**src/rtl/board_manager_pkg.sv**
```systemverilog
// Shared types, constants and cell helpers for the tic-tac-toe board manager.
// Cells are packed two bits each, row-major, cell i at bits [2i+1:2i].
package board_pkg;

  typedef enum logic [1:0] {
    EMPTY  = 2'b00,
    MARK_X = 2'b01,
    MARK_O = 2'b10
  } cell_t;

  typedef logic [3:0] pos_t;

  localparam pos_t MAX_POS = 4'd8;
  localparam int   BOARD_W = 18;

  typedef logic [BOARD_W-1:0] board_t;

  // Rows, columns, then the two diagonals.
  localparam logic [0:7][0:2][3:0] WIN_LINES = '{
    '{4'd0, 4'd1, 4'd2},
    '{4'd3, 4'd4, 4'd5},
    '{4'd6, 4'd7, 4'd8},
    '{4'd0, 4'd3, 4'd6},
    '{4'd1, 4'd4, 4'd7},
    '{4'd2, 4'd5, 4'd8},
    '{4'd0, 4'd4, 4'd8},
    '{4'd2, 4'd4, 4'd6}
  };

  typedef enum logic [1:0] {
    ST_IDLE,
    ST_CHECK,
    ST_SEARCH,
    ST_EVAL
  } state_t;

  // Out-of-range positions read as EMPTY so callers never index past the board.
  function automatic cell_t cell_at(board_t b, pos_t p);
    cell_t c;
    c = EMPTY;
    for (int i = 0; i <= int'(MAX_POS); i++) begin
      if (p == pos_t'(i)) c = cell_t'(b[2*i +: 2]);
    end
    return c;
  endfunction

  function automatic board_t put_cell(board_t b, pos_t p, cell_t c);
    board_t r;
    r = b;
    for (int i = 0; i <= int'(MAX_POS); i++) begin
      if (p == pos_t'(i)) r[2*i +: 2] = c;
    end
    return r;
  endfunction

  function automatic cell_t mark_of(logic player);
    return player ? MARK_O : MARK_X;
  endfunction

endpackage

```
**src/rtl/board_manager_if.sv**
```systemverilog
// Command/status bundle between the game controller and the board manager.
// The controller is the master: it issues command pulses and reads status.
interface board_manager_if;
  import board_pkg::*;

  logic   new_game;
  logic   play_req;
  pos_t   play_pos;
  logic   random_req;
  logic   validate_win;
  logic   change_turn;

  logic   busy;
  logic   valid;
  logic   invalid;
  pos_t   last_pos;
  logic   player;
  logic   win;
  logic   tie;
  board_t board;

  modport master (
    output new_game, play_req, play_pos, random_req, validate_win, change_turn,
    input  busy, valid, invalid, last_pos, player, win, tie, board
  );

  modport slave (
    input  new_game, play_req, play_pos, random_req, validate_win, change_turn,
    output busy, valid, invalid, last_pos, player, win, tie, board
  );

endinterface

```
**src/rtl/board_line_detect.sv**
```systemverilog
// Combinational line and fullness detector for one mark on the packed board.
// line: some row/column/diagonal holds three of mark; full: no empty cell left.
module board_line_detect
  import board_pkg::*;
(
  input  board_t board,
  input  cell_t  mark,
  output logic   line,
  output logic   full
);

  // NOTE: every output gets a default before the loops so no latch is inferred.
  always_comb begin
    line = 1'b0;
    full = 1'b1;
    for (int l = 0; l < 8; l++) begin
      if (cell_at(board, WIN_LINES[l][0]) == mark &&
          cell_at(board, WIN_LINES[l][1]) == mark &&
          cell_at(board, WIN_LINES[l][2]) == mark)
        line = 1'b1;
    end
    for (int i = 0; i <= int'(MAX_POS); i++) begin
      if (board[2*i +: 2] == EMPTY) full = 1'b0;
    end
  end

endmodule

```
**src/rtl/board_manager.sv**
```systemverilog
// Owns the 3x3 board: executes play/random/validate/turn command pulses from
// the game controller and reports valid/invalid, win, tie and current player.
module board_manager
  import board_pkg::*;
#(
  parameter logic [7:0] LFSR_SEED = 8'hA5,
  parameter int         NUM_CELLS = 9
) (
  input  logic            clk,
  input  logic            rst,
  board_manager_if.slave  bus
);

  state_t     state, state_next;
  board_t     board;
  logic       player;
  logic       win, tie;
  logic       valid, invalid, busy;
  pos_t       last_pos;
  logic [7:0] lfsr;
  pos_t       req_pos;
  pos_t       probe_idx;
  logic [3:0] probe_cnt;

  logic line_cur, line_x, line_o;
  logic full_cur, full_x, full_o;
  logic board_full;

  board_line_detect u_detect_cur (
    .board (board),
    .mark  (mark_of(player)),
    .line  (line_cur),
    .full  (full_cur)
  );

  board_line_detect u_detect_x (
    .board (board),
    .mark  (MARK_X),
    .line  (line_x),
    .full  (full_x)
  );

  board_line_detect u_detect_o (
    .board (board),
    .mark  (MARK_O),
    .line  (line_o),
    .full  (full_o)
  );

  assign board_full = full_cur & full_x & full_o;

  // Fold the 4-bit LFSR slice into 0..8 for the search start cell.
  pos_t lfsr_low, rand_start;
  assign lfsr_low   = lfsr[3:0];
  assign rand_start = (lfsr_low > MAX_POS) ? lfsr_low - 4'd9 : lfsr_low;

  logic lfsr_fb;
  assign lfsr_fb = lfsr[7] ^ lfsr[5] ^ lfsr[4] ^ lfsr[3];

  logic clear_game, start_check, start_search, step_probe;
  logic do_write, do_eval, do_toggle;
  logic set_valid, set_invalid;
  pos_t write_pos;

  always_comb begin
    state_next   = state;
    clear_game   = 1'b0;
    start_check  = 1'b0;
    start_search = 1'b0;
    step_probe   = 1'b0;
    do_write     = 1'b0;
    do_eval      = 1'b0;
    do_toggle    = 1'b0;
    set_valid    = 1'b0;
    set_invalid  = 1'b0;
    write_pos    = req_pos;

    if (bus.new_game) begin
      clear_game = 1'b1;
      state_next = ST_IDLE;
    end else begin
      unique case (state)
        ST_IDLE: begin
          if (bus.play_req) begin
            start_check = 1'b1;
            state_next  = ST_CHECK;
          end else if (bus.random_req) begin
            start_search = 1'b1;
            state_next   = ST_SEARCH;
          end else if (bus.validate_win) begin
            state_next = ST_EVAL;
          end else if (bus.change_turn && !win && !tie) begin
            do_toggle = 1'b1;
          end
        end

        ST_CHECK: begin
          state_next = ST_IDLE;
          if (req_pos <= MAX_POS && cell_at(board, req_pos) == EMPTY && !win && !tie) begin
            do_write  = 1'b1;
            set_valid = 1'b1;
          end else begin
            set_invalid = 1'b1;
          end
        end

        ST_SEARCH: begin
          write_pos = probe_idx;
          if (win || tie) begin
            set_invalid = 1'b1;
            state_next  = ST_IDLE;
          end else if (cell_at(board, probe_idx) == EMPTY) begin
            do_write   = 1'b1;
            set_valid  = 1'b1;
            state_next = ST_IDLE;
          end else if (probe_cnt == 4'(NUM_CELLS - 1)) begin
            set_invalid = 1'b1;
            state_next  = ST_IDLE;
          end else begin
            step_probe = 1'b1;
          end
        end

        ST_EVAL: begin
          do_eval    = 1'b1;
          state_next = ST_IDLE;
        end

        default: state_next = ST_IDLE;
      endcase
    end
  end

  // NOTE: state registers use non-blocking assignments so every flop samples
  // the pre-edge values computed above, independent of statement order.
  // Every register, including the scratch req_pos/probe state, is reset so the
  // block comes up in a known state with no X propagation.
  always_ff @(posedge clk or posedge rst) begin
    if (rst) begin
      state     <= ST_IDLE;
      board     <= '0;
      player    <= 1'b0;
      win       <= 1'b0;
      tie       <= 1'b0;
      valid     <= 1'b0;
      invalid   <= 1'b0;
      busy      <= 1'b0;
      last_pos  <= '0;
      lfsr      <= LFSR_SEED;
      req_pos   <= '0;
      probe_idx <= '0;
      probe_cnt <= '0;
    end else begin
      state   <= state_next;
      lfsr    <= {lfsr[6:0], lfsr_fb};
      valid   <= set_valid;
      invalid <= set_invalid;

      if (clear_game) begin
        board    <= '0;
        player   <= 1'b0;
        win      <= 1'b0;
        tie      <= 1'b0;
        last_pos <= '0;
        busy     <= 1'b0;
      end else begin
        if (start_check) req_pos <= bus.play_pos;

        if (start_search) begin
          probe_idx <= rand_start;
          probe_cnt <= '0;
          busy      <= 1'b1;
        end

        if (step_probe) begin
          probe_idx <= (probe_idx == MAX_POS) ? '0 : probe_idx + 4'd1;
          probe_cnt <= probe_cnt + 4'd1;
        end

        if (set_valid || set_invalid) busy <= 1'b0;

        if (do_write) begin
          board    <= put_cell(board, write_pos, mark_of(player));
          last_pos <= write_pos;
        end

        // A tie needs no line for either mark, so win and tie stay exclusive.
        if (do_eval) begin
          win <= win | line_cur;
          tie <= tie | (board_full & ~line_x & ~line_o & ~win);
        end

        if (do_toggle) player <= ~player;
      end
    end
  end

  assign bus.busy     = busy;
  assign bus.valid    = valid;
  assign bus.invalid  = invalid;
  assign bus.last_pos = last_pos;
  assign bus.player   = player;
  assign bus.win      = win;
  assign bus.tie      = tie;
  assign bus.board    = board;

endmodule
```
**src/flat_wrapper.sv**
```systemverilog
// flat-port wrapper written by rule: the top's interface ports become plain ports
module board_manager_flat import board_pkg::*;
#(
  parameter logic [7:0] LFSR_SEED = 8'hA5,
  parameter int         NUM_CELLS = 9
)
  (clk, rst, bus_new_game, bus_play_req, bus_play_pos, bus_random_req, bus_validate_win, bus_change_turn, bus_busy, bus_valid, bus_invalid, bus_last_pos, bus_player, bus_win, bus_tie, bus_board);
  board_manager_if bus_i ();
  input  logic clk;
  input  logic rst;
  input wire logic [$bits(bus_i.new_game)-1:0] bus_new_game;
  input wire logic [$bits(bus_i.play_req)-1:0] bus_play_req;
  input wire logic [$bits(bus_i.play_pos)-1:0] bus_play_pos;
  input wire logic [$bits(bus_i.random_req)-1:0] bus_random_req;
  input wire logic [$bits(bus_i.validate_win)-1:0] bus_validate_win;
  input wire logic [$bits(bus_i.change_turn)-1:0] bus_change_turn;
  output wire logic [$bits(bus_i.busy)-1:0] bus_busy;
  output wire logic [$bits(bus_i.valid)-1:0] bus_valid;
  output wire logic [$bits(bus_i.invalid)-1:0] bus_invalid;
  output wire logic [$bits(bus_i.last_pos)-1:0] bus_last_pos;
  output wire logic [$bits(bus_i.player)-1:0] bus_player;
  output wire logic [$bits(bus_i.win)-1:0] bus_win;
  output wire logic [$bits(bus_i.tie)-1:0] bus_tie;
  output wire logic [$bits(bus_i.board)-1:0] bus_board;
  assign bus_i.new_game = bus_new_game;
  assign bus_i.play_req = bus_play_req;
  assign bus_i.play_pos = bus_play_pos;
  assign bus_i.random_req = bus_random_req;
  assign bus_i.validate_win = bus_validate_win;
  assign bus_i.change_turn = bus_change_turn;
  assign bus_busy = bus_i.busy;
  assign bus_valid = bus_i.valid;
  assign bus_invalid = bus_i.invalid;
  assign bus_last_pos = bus_i.last_pos;
  assign bus_player = bus_i.player;
  assign bus_win = bus_i.win;
  assign bus_tie = bus_i.tie;
  assign bus_board = bus_i.board;
  board_manager #(.LFSR_SEED(LFSR_SEED), .NUM_CELLS(NUM_CELLS)) u_core (.clk(clk), .rst(rst), .bus(bus_i));
endmodule
```
**config.mk**
```make
export PLATFORM = sky130hd
export DESIGN_NAME = board_manager_flat
export DESIGN_NICKNAME = d
export VERILOG_FILES = /design/src/rtl/board_manager_pkg.sv /design/src/rtl/board_manager_if.sv /design/src/rtl/board_line_detect.sv /design/src/rtl/board_manager.sv /design/src/flat_wrapper.sv
export SDC_FILE = /design/constraint.sdc
export NUM_CORES = 1
export LEC_CHECK = 0
export CORE_ASPECT_RATIO = 0.5
export CORE_MARGIN = 10
export CORE_UTILIZATION = 30
export CTS_CLUSTER_DIAMETER = 60
export CTS_CLUSTER_SIZE = 28
export DETAILED_ROUTE_END_ITERATION = 12
export GPL_TIMING_DRIVEN = 0
export SLEW_MARGIN = 20
export SYNTH_ARGS = -nofsm -noshare
export SYNTH_HDL_FRONTEND = slang
export SYNTH_SLANG_ARGS = --single-unit
```
**constraint.sdc**
```tcl
create_clock -name clk -period 2.3 [get_ports clk]
set_input_delay 0.69 -clock clk [delete_from_list [all_inputs] [get_ports clk]]
set_output_delay 0.69 -clock clk [all_outputs]
set_load 0.05 [all_outputs]
```
### Word level (Yosys, flattened, before mapping)

Cells that the tools add are included.

* bits in registers: 50
* input bits: 11
* output and inout bits: 28
* word-level logic and storage cells: 322

* add/subtract/negate cells: 3
* $lt $le $gt $ge: 2
* equal/unequal tests: 57
* multiplexer cells: 127
* bitwise logic cells: 13
* reductions and logical operators: 99

Operator list (number)
* two-way mux 2 bit: 40
* two-way mux 1 bit: 72
* logical AND 1 bit: 53
* == test 4 x 3 -> 1 bit, second input constant: 12
* two-way mux 4 bit: 10
* two-way mux 18 bit: 2
* nonzero test 2 bit: 13
* == test 4 x 2 -> 1 bit, second input constant: 6
* logical NOT 2 bit: 12
* AND reduction 2 bit: 12
* == test 2 bit, second input constant: 11
* == test 2 x 1 -> 1 bit, second input constant: 10
* == test 2 bit: 9
* == test 4 bit, second input constant: 4
* == test 4 x 1 -> 1 bit, second input constant: 3
* logical NOT 4 bit: 3
* adder 4 x 1 -> 4 bit, second input constant: 2
* one-hot mux 2 bit (3 select lines): 1
* inequality test 5 x 2 -> 1 bit, second input constant: 1
* inequality test 5 bit, second input constant: 1
* inverter 1 bit: 5
* > comparator 4 bit, second input constant: 1
* less-or-equal comparator 4 bit, second input constant: 1
* one-hot mux 1 bit (2 select lines): 2
* 8 further kinds: 15

### Depth between registers and ports, before layout

* word-level depth: 22
* mapped depth: 9
* mapped depth without buffers: 8

### By module

Synthesis repeated with hierarchy kept, for this count alone.

* cell total of the unflattened synthesis: 498
* area, all modules: 4290.4 sq um

By module, submodules not included
* board_manager: times used 1, cells each 306, area an instance 3010.4 sq um, sequential area each 1256.2 sq um
* board_line_detect: times used 3, cells each 64, area an instance 426.7 sq um, sequential area each 0.0 sq um

### Worst setup path after synthesis

OpenSTA, ideal clock, no wires.

* path type: reg-to-reg
* from: register u_core.board[2] (netlist: u_core.bus.board[2])
* to: register u_core.board[12] (netlist: u_core.bus.board[12])
* data arrival time: 2234 ps
* required time: 2221 ps
* path slack: -13 ps
* cell stages (with the launch flop): 8
* buffers on the path: 1
* cells stage by stage: dfrtp_1 > o21ai_1 > o211ai_1 > a311o_1 > a21o_1 > buf_6 > a2111oi_4 > mux2i_1

* word-level cells in the longest chain between the ends: 19
* elaborated cells on any way between the ends: 33

RTL lines
* start: declaration: line board_manager.sv:15 `board_t board;`
* start signal: assignment: line board_manager.sv:183 `board <= put_cell(board, write_pos, mark_of(player));`
* two-way mux 2 bit (8 in a row): line board_manager_pkg.sv:42 `if (p == pos_t'(i)) c = cell_t'(b[2*i +: 2]);`
* two-way mux 2 bit: line board_manager.sv:82 `unique case (state)`
* two-way mux 2 bit: line board_manager.sv:78 `if (bus.new_game) begin`
* logical NOT 2 bit: line board_manager.sv:99 `if (req_pos <= MAX_POS && cell_at(board, req_pos) == EMPTY && !win && !tie) begin`
* logical AND 1 bit (3 in a row): line board_manager.sv:99
* two-way mux 1 bit: line board_manager.sv:99
* one-hot mux 1 bit (2 select lines) *: line board_manager.sv:82
* two-way mux 1 bit *: line board_manager.sv:78
* nonzero test 2 bit (no source line) *
* AND reduction 2 bit (no source line) *

Every way passes the cells marked *; elsewhere a longest branch is shown, timed or not. The select of a mux whose other input is x is not followed.
A chain may end at the register's enable or synchronous reset.

### Worst setup path after layout

* from: register u_core.probe_idx[0]
* to: register u_core.board[9] (netlist: u_core.bus.board[9])

* word-level cells in the longest chain between the ends: 20
* elaborated cells on any way between the ends: 32

RTL lines
* start: declaration: line board_manager.sv:22 `pos_t probe_idx;`
* start signal: assignment: line board_manager.sv:170 `probe_idx <= rand_start;`
* start signal: assignment: line board_manager.sv:176 `probe_idx <= (probe_idx == MAX_POS) ? '0 : probe_idx + 4'd1;`
* logical NOT 4 bit: line board_manager_pkg.sv:42
* two-way mux 2 bit (9 in a row): line board_manager_pkg.sv:42
* two-way mux 2 bit: line board_manager.sv:109 `if (win || tie) begin`
* two-way mux 2 bit: line board_manager.sv:82
* two-way mux 2 bit: line board_manager.sv:78
* logical NOT 2 bit: line board_manager.sv:112 `end else if (cell_at(board, probe_idx) == EMPTY) begin`
* two-way mux 1 bit: line board_manager.sv:112
* two-way mux 1 bit: line board_manager.sv:109
* one-hot mux 1 bit (2 select lines): line board_manager.sv:82
* two-way mux 1 bit: line board_manager.sv:78
* nonzero test 2 bit (no source line)
* AND reduction 2 bit (no source line) *

Marked as above.

==> metrics.txt <==
dpl ws=-0.9572 ns; Critical R2R Launch=u_core.probe_idx[0]; Post-Syn Instances=327; clock buffer count from CTS=5; area grow syn2layout=37.50%; ys flop type=dfrtp_1; crit path max fanout=5; diode count=0; pwr dens=700.7 nW/µm²; FF+latch count, synth=50; CTS max path bufs=2; fmax=424.3 MHz; Fin. Hold Viols=0; hold depth=0; top sig layer=met4; Synth area leaders=dfrtp_1, mux2i_1, nand2b_1; maximum VDD drop=0.2978 mV; crit path launch type=flop; WP data arrival=2.58 ns; Setup CP Type=reg2reg; Lkg Pwr=1.819 nW; Synth top area share=0.3556; die height=93.45 µm; YS warnings=0; setup TNS=-0.4875 ns; Post-synth ARST share=1.000; number of flops mapped to enable cells by yosys=0; sequential fraction of the synthesis area=0.3881; final setup violation count=14; largest net degree at the start of global routing=34; antenna violations before repair=0; design area=4451 µm²; Syn Nets=350; Hold-fix buffers, CTS=0; skew final=0.004396 ns; number of I/O port buffers=38; Die ar.=15600 µm²; wire per inst=17.78 µm; overall power=3.118 mW; DR vias=2796; Util after Layout=0.4289; met3 wire length=387 µm; post-DP HPWL=6793 µm; Critical Path End Type=flop; remaining antenna violation count=0; # clock sinks=50; most instantiated library cell after synthesis=dfrtp_1; setup slack after layout=-0.05684 ns; total wire length=9510 µm; GRT Residual Overflow=0; H-tree Lvls=2; final slew viol count=0; worst r2r dst=u_core.bus.board[9]; status=complete, but fails checks; Root Buffer=clkbuf_16; Placed Area=3819 µm²; dominant cell type by area after synthesis=dfrtp_1; nets=417; I/O pin count=39; Req. time, crit path=2.52 ns; vias in the first global route=2799; slew of the pin with the lowest slew margin=0.6029 ns; vias per cell=5.226; met2 WL=4492 µm; Hold Path Class=reg2reg; mean area per synthesized cell=9.899 µm²; FF-to-FF path depth=7; Std-Cell Core Area=10380 µm²; starting DRC count in detailed routing=158; flop2flop setup slack=-0.06 ns; violated checks=negative setup slack; Worst slew margin=0.5980; hold endpoint=u_core.lfsr[7]; Clock Latency Late Sink=0.30 ns; Post-Syn Area=3237 µm²; first drt pass iteration count=5; Final GP Congestion=0.8668; fin crit period=2.357 ns; unrepaired setup endpoints after global routing=yes; Initial Util=0.3119; M1 WL=4439 µm; first-pass GRT wire length=15410 µm; # fillers=986; chip width=166.9 µm; CTS tree=yes; DRC=0; layout cells sized above 1=0.2608; Synth top cells by count=dfrtp_1, nand2b_1, mux2i_1; min-delay src=u_core.lfsr[6]; row count=26; Yosys cell types=56; Final period util=1.025; GRT Total Usage=0.1221; CTS clock-pin slew for the worst setup and hold paths=0.07 ns; number of max-cap violations=0
[per-stage QoR]
step                std cells  hold WS, ns
CTS                       534       0.3608
global placement          505       0.3369
finish                    535       0.3653
global route              535       0.3858
detailed placement        506       0.3523
floorplan                 327       0.3330
[report_power, final]
part           leakage (nW)  internal (mW)  switching (mW)  total [mW]
Sequential            0.653          0.957           0.104        1.06
Clock                0.0842          0.516           0.348       0.863
Combinational          1.08          0.565           0.630        1.19
[final cells by class]
type                    count  area [µm²]  area share
repair buffers             60       595.6      0.1338
well taps                 140       175.2     0.03936
flip-flops and latches     50        1269      0.2851
inverters                  18       70.07     0.01574
multi-input cells         245        2071      0.4653
clock buffers               5       125.1     0.02811
plain buffers              14       101.3     0.02277
clock inverters             3       43.79    0.009840
[cells in the final DEF, fill, tap and decap left out, drive strengths merged, types with 8 or more instances in the layout]
cell,count
a21oi,8
inv,19
mux2i,29
clkbuf,10
dlygate4sd2,13
o21ai,9
nand2b,42
nand2,19
ha,12
buf,30
nor3,12
a211oi,13
mux2,12
clkdlybuf4s50,20
dfrtp,46
nor2,14
[what timing repair did]
| item | in CTS | in global routing |
|---|---|---|
| gates cloned | 1 | 0 |
| pin swaps | 15 | 6 |
| endpoints found under the setup margin | 41 | 35 |
| gates resized for setup | 59 | 17 |
| hold endpoints to repair | 0 | 0 |
| setup buffers | 20 | 1 |
[sequential cells by signal, indices dropped and copies added, names as in the netlist]
name and cells:
u_core.bus.player 1, u_core.bus.busy 1, u_core.req_pos 4, u_core.probe_idx 4, u_core.lfsr 8, u_core.bus.tie 1, u_core.probe_cnt 4, u_core.bus.board 18
u_core.state 2, u_core.bus.valid 1, u_core.bus.invalid 1, u_core.bus.last_pos 4, u_core.bus.win 1
[how the worst max path moves through the flow]
stage / depth (start not counted) / end / slack (ns) / from
after floorplan: 8 / u_core.bus.board[0] / 0.05 / u_core.state[0]
after global placement: 7 / u_core.bus.board[1] / -0.95 / bus_new_game
after detailed placement: 7 / u_core.bus.board[1] / -0.96 / bus_new_game
after CTS: 8 / u_core.bus.board[13] / -0.01 / u_core.req_pos[2]
after global routing: 9 / u_core.bus.board[9] / -0.17 / u_core.req_pos[1]
final: 7 / u_core.bus.board[9] / -0.06 / u_core.probe_idx[0]
[kinds of logic (layout without fill, tap and decap cells)]
| family | Yosys count | after routing | synth area share |
|---|---|---|---|
| buffers and inverters | 32 | 100 | 0.04252 |
| adder cells (fa/ha/maj) | 12 | 12 | 0.04638 |
| flip-flops | 50 | 50 | 0.3881 |
| AND/OR/NAND/NOR | 116 | 116 | 0.2014 |
| AO/OA/AOI/OAI | 71 | 71 | 0.1767 |
| XOR/XNOR | 5 | 5 | 0.01353 |
| multiplexers | 41 | 41 | 0.1314 |
[layer usage]
layer | vias up | global-route usage
met3 | 18 | 0.02799
met5 | - | 0
li1 | 1336 | -
met4 | 0 | 0.05305
met2 | 50 | 0.1970
met1 | 1392 | 0.1544
[critical path: stages, from the launching register on]
cell,delay (ns)
dfrtp_2,0.46
ha_2,0.24
o21bai_1,0.16
a311o_1,0.35
a21o_1,0.24
bufbuf_16,0.30
a211oi_4,0.30
mux2i_1,0.21
Note: power is estimated with default switching activity, not from simulation.
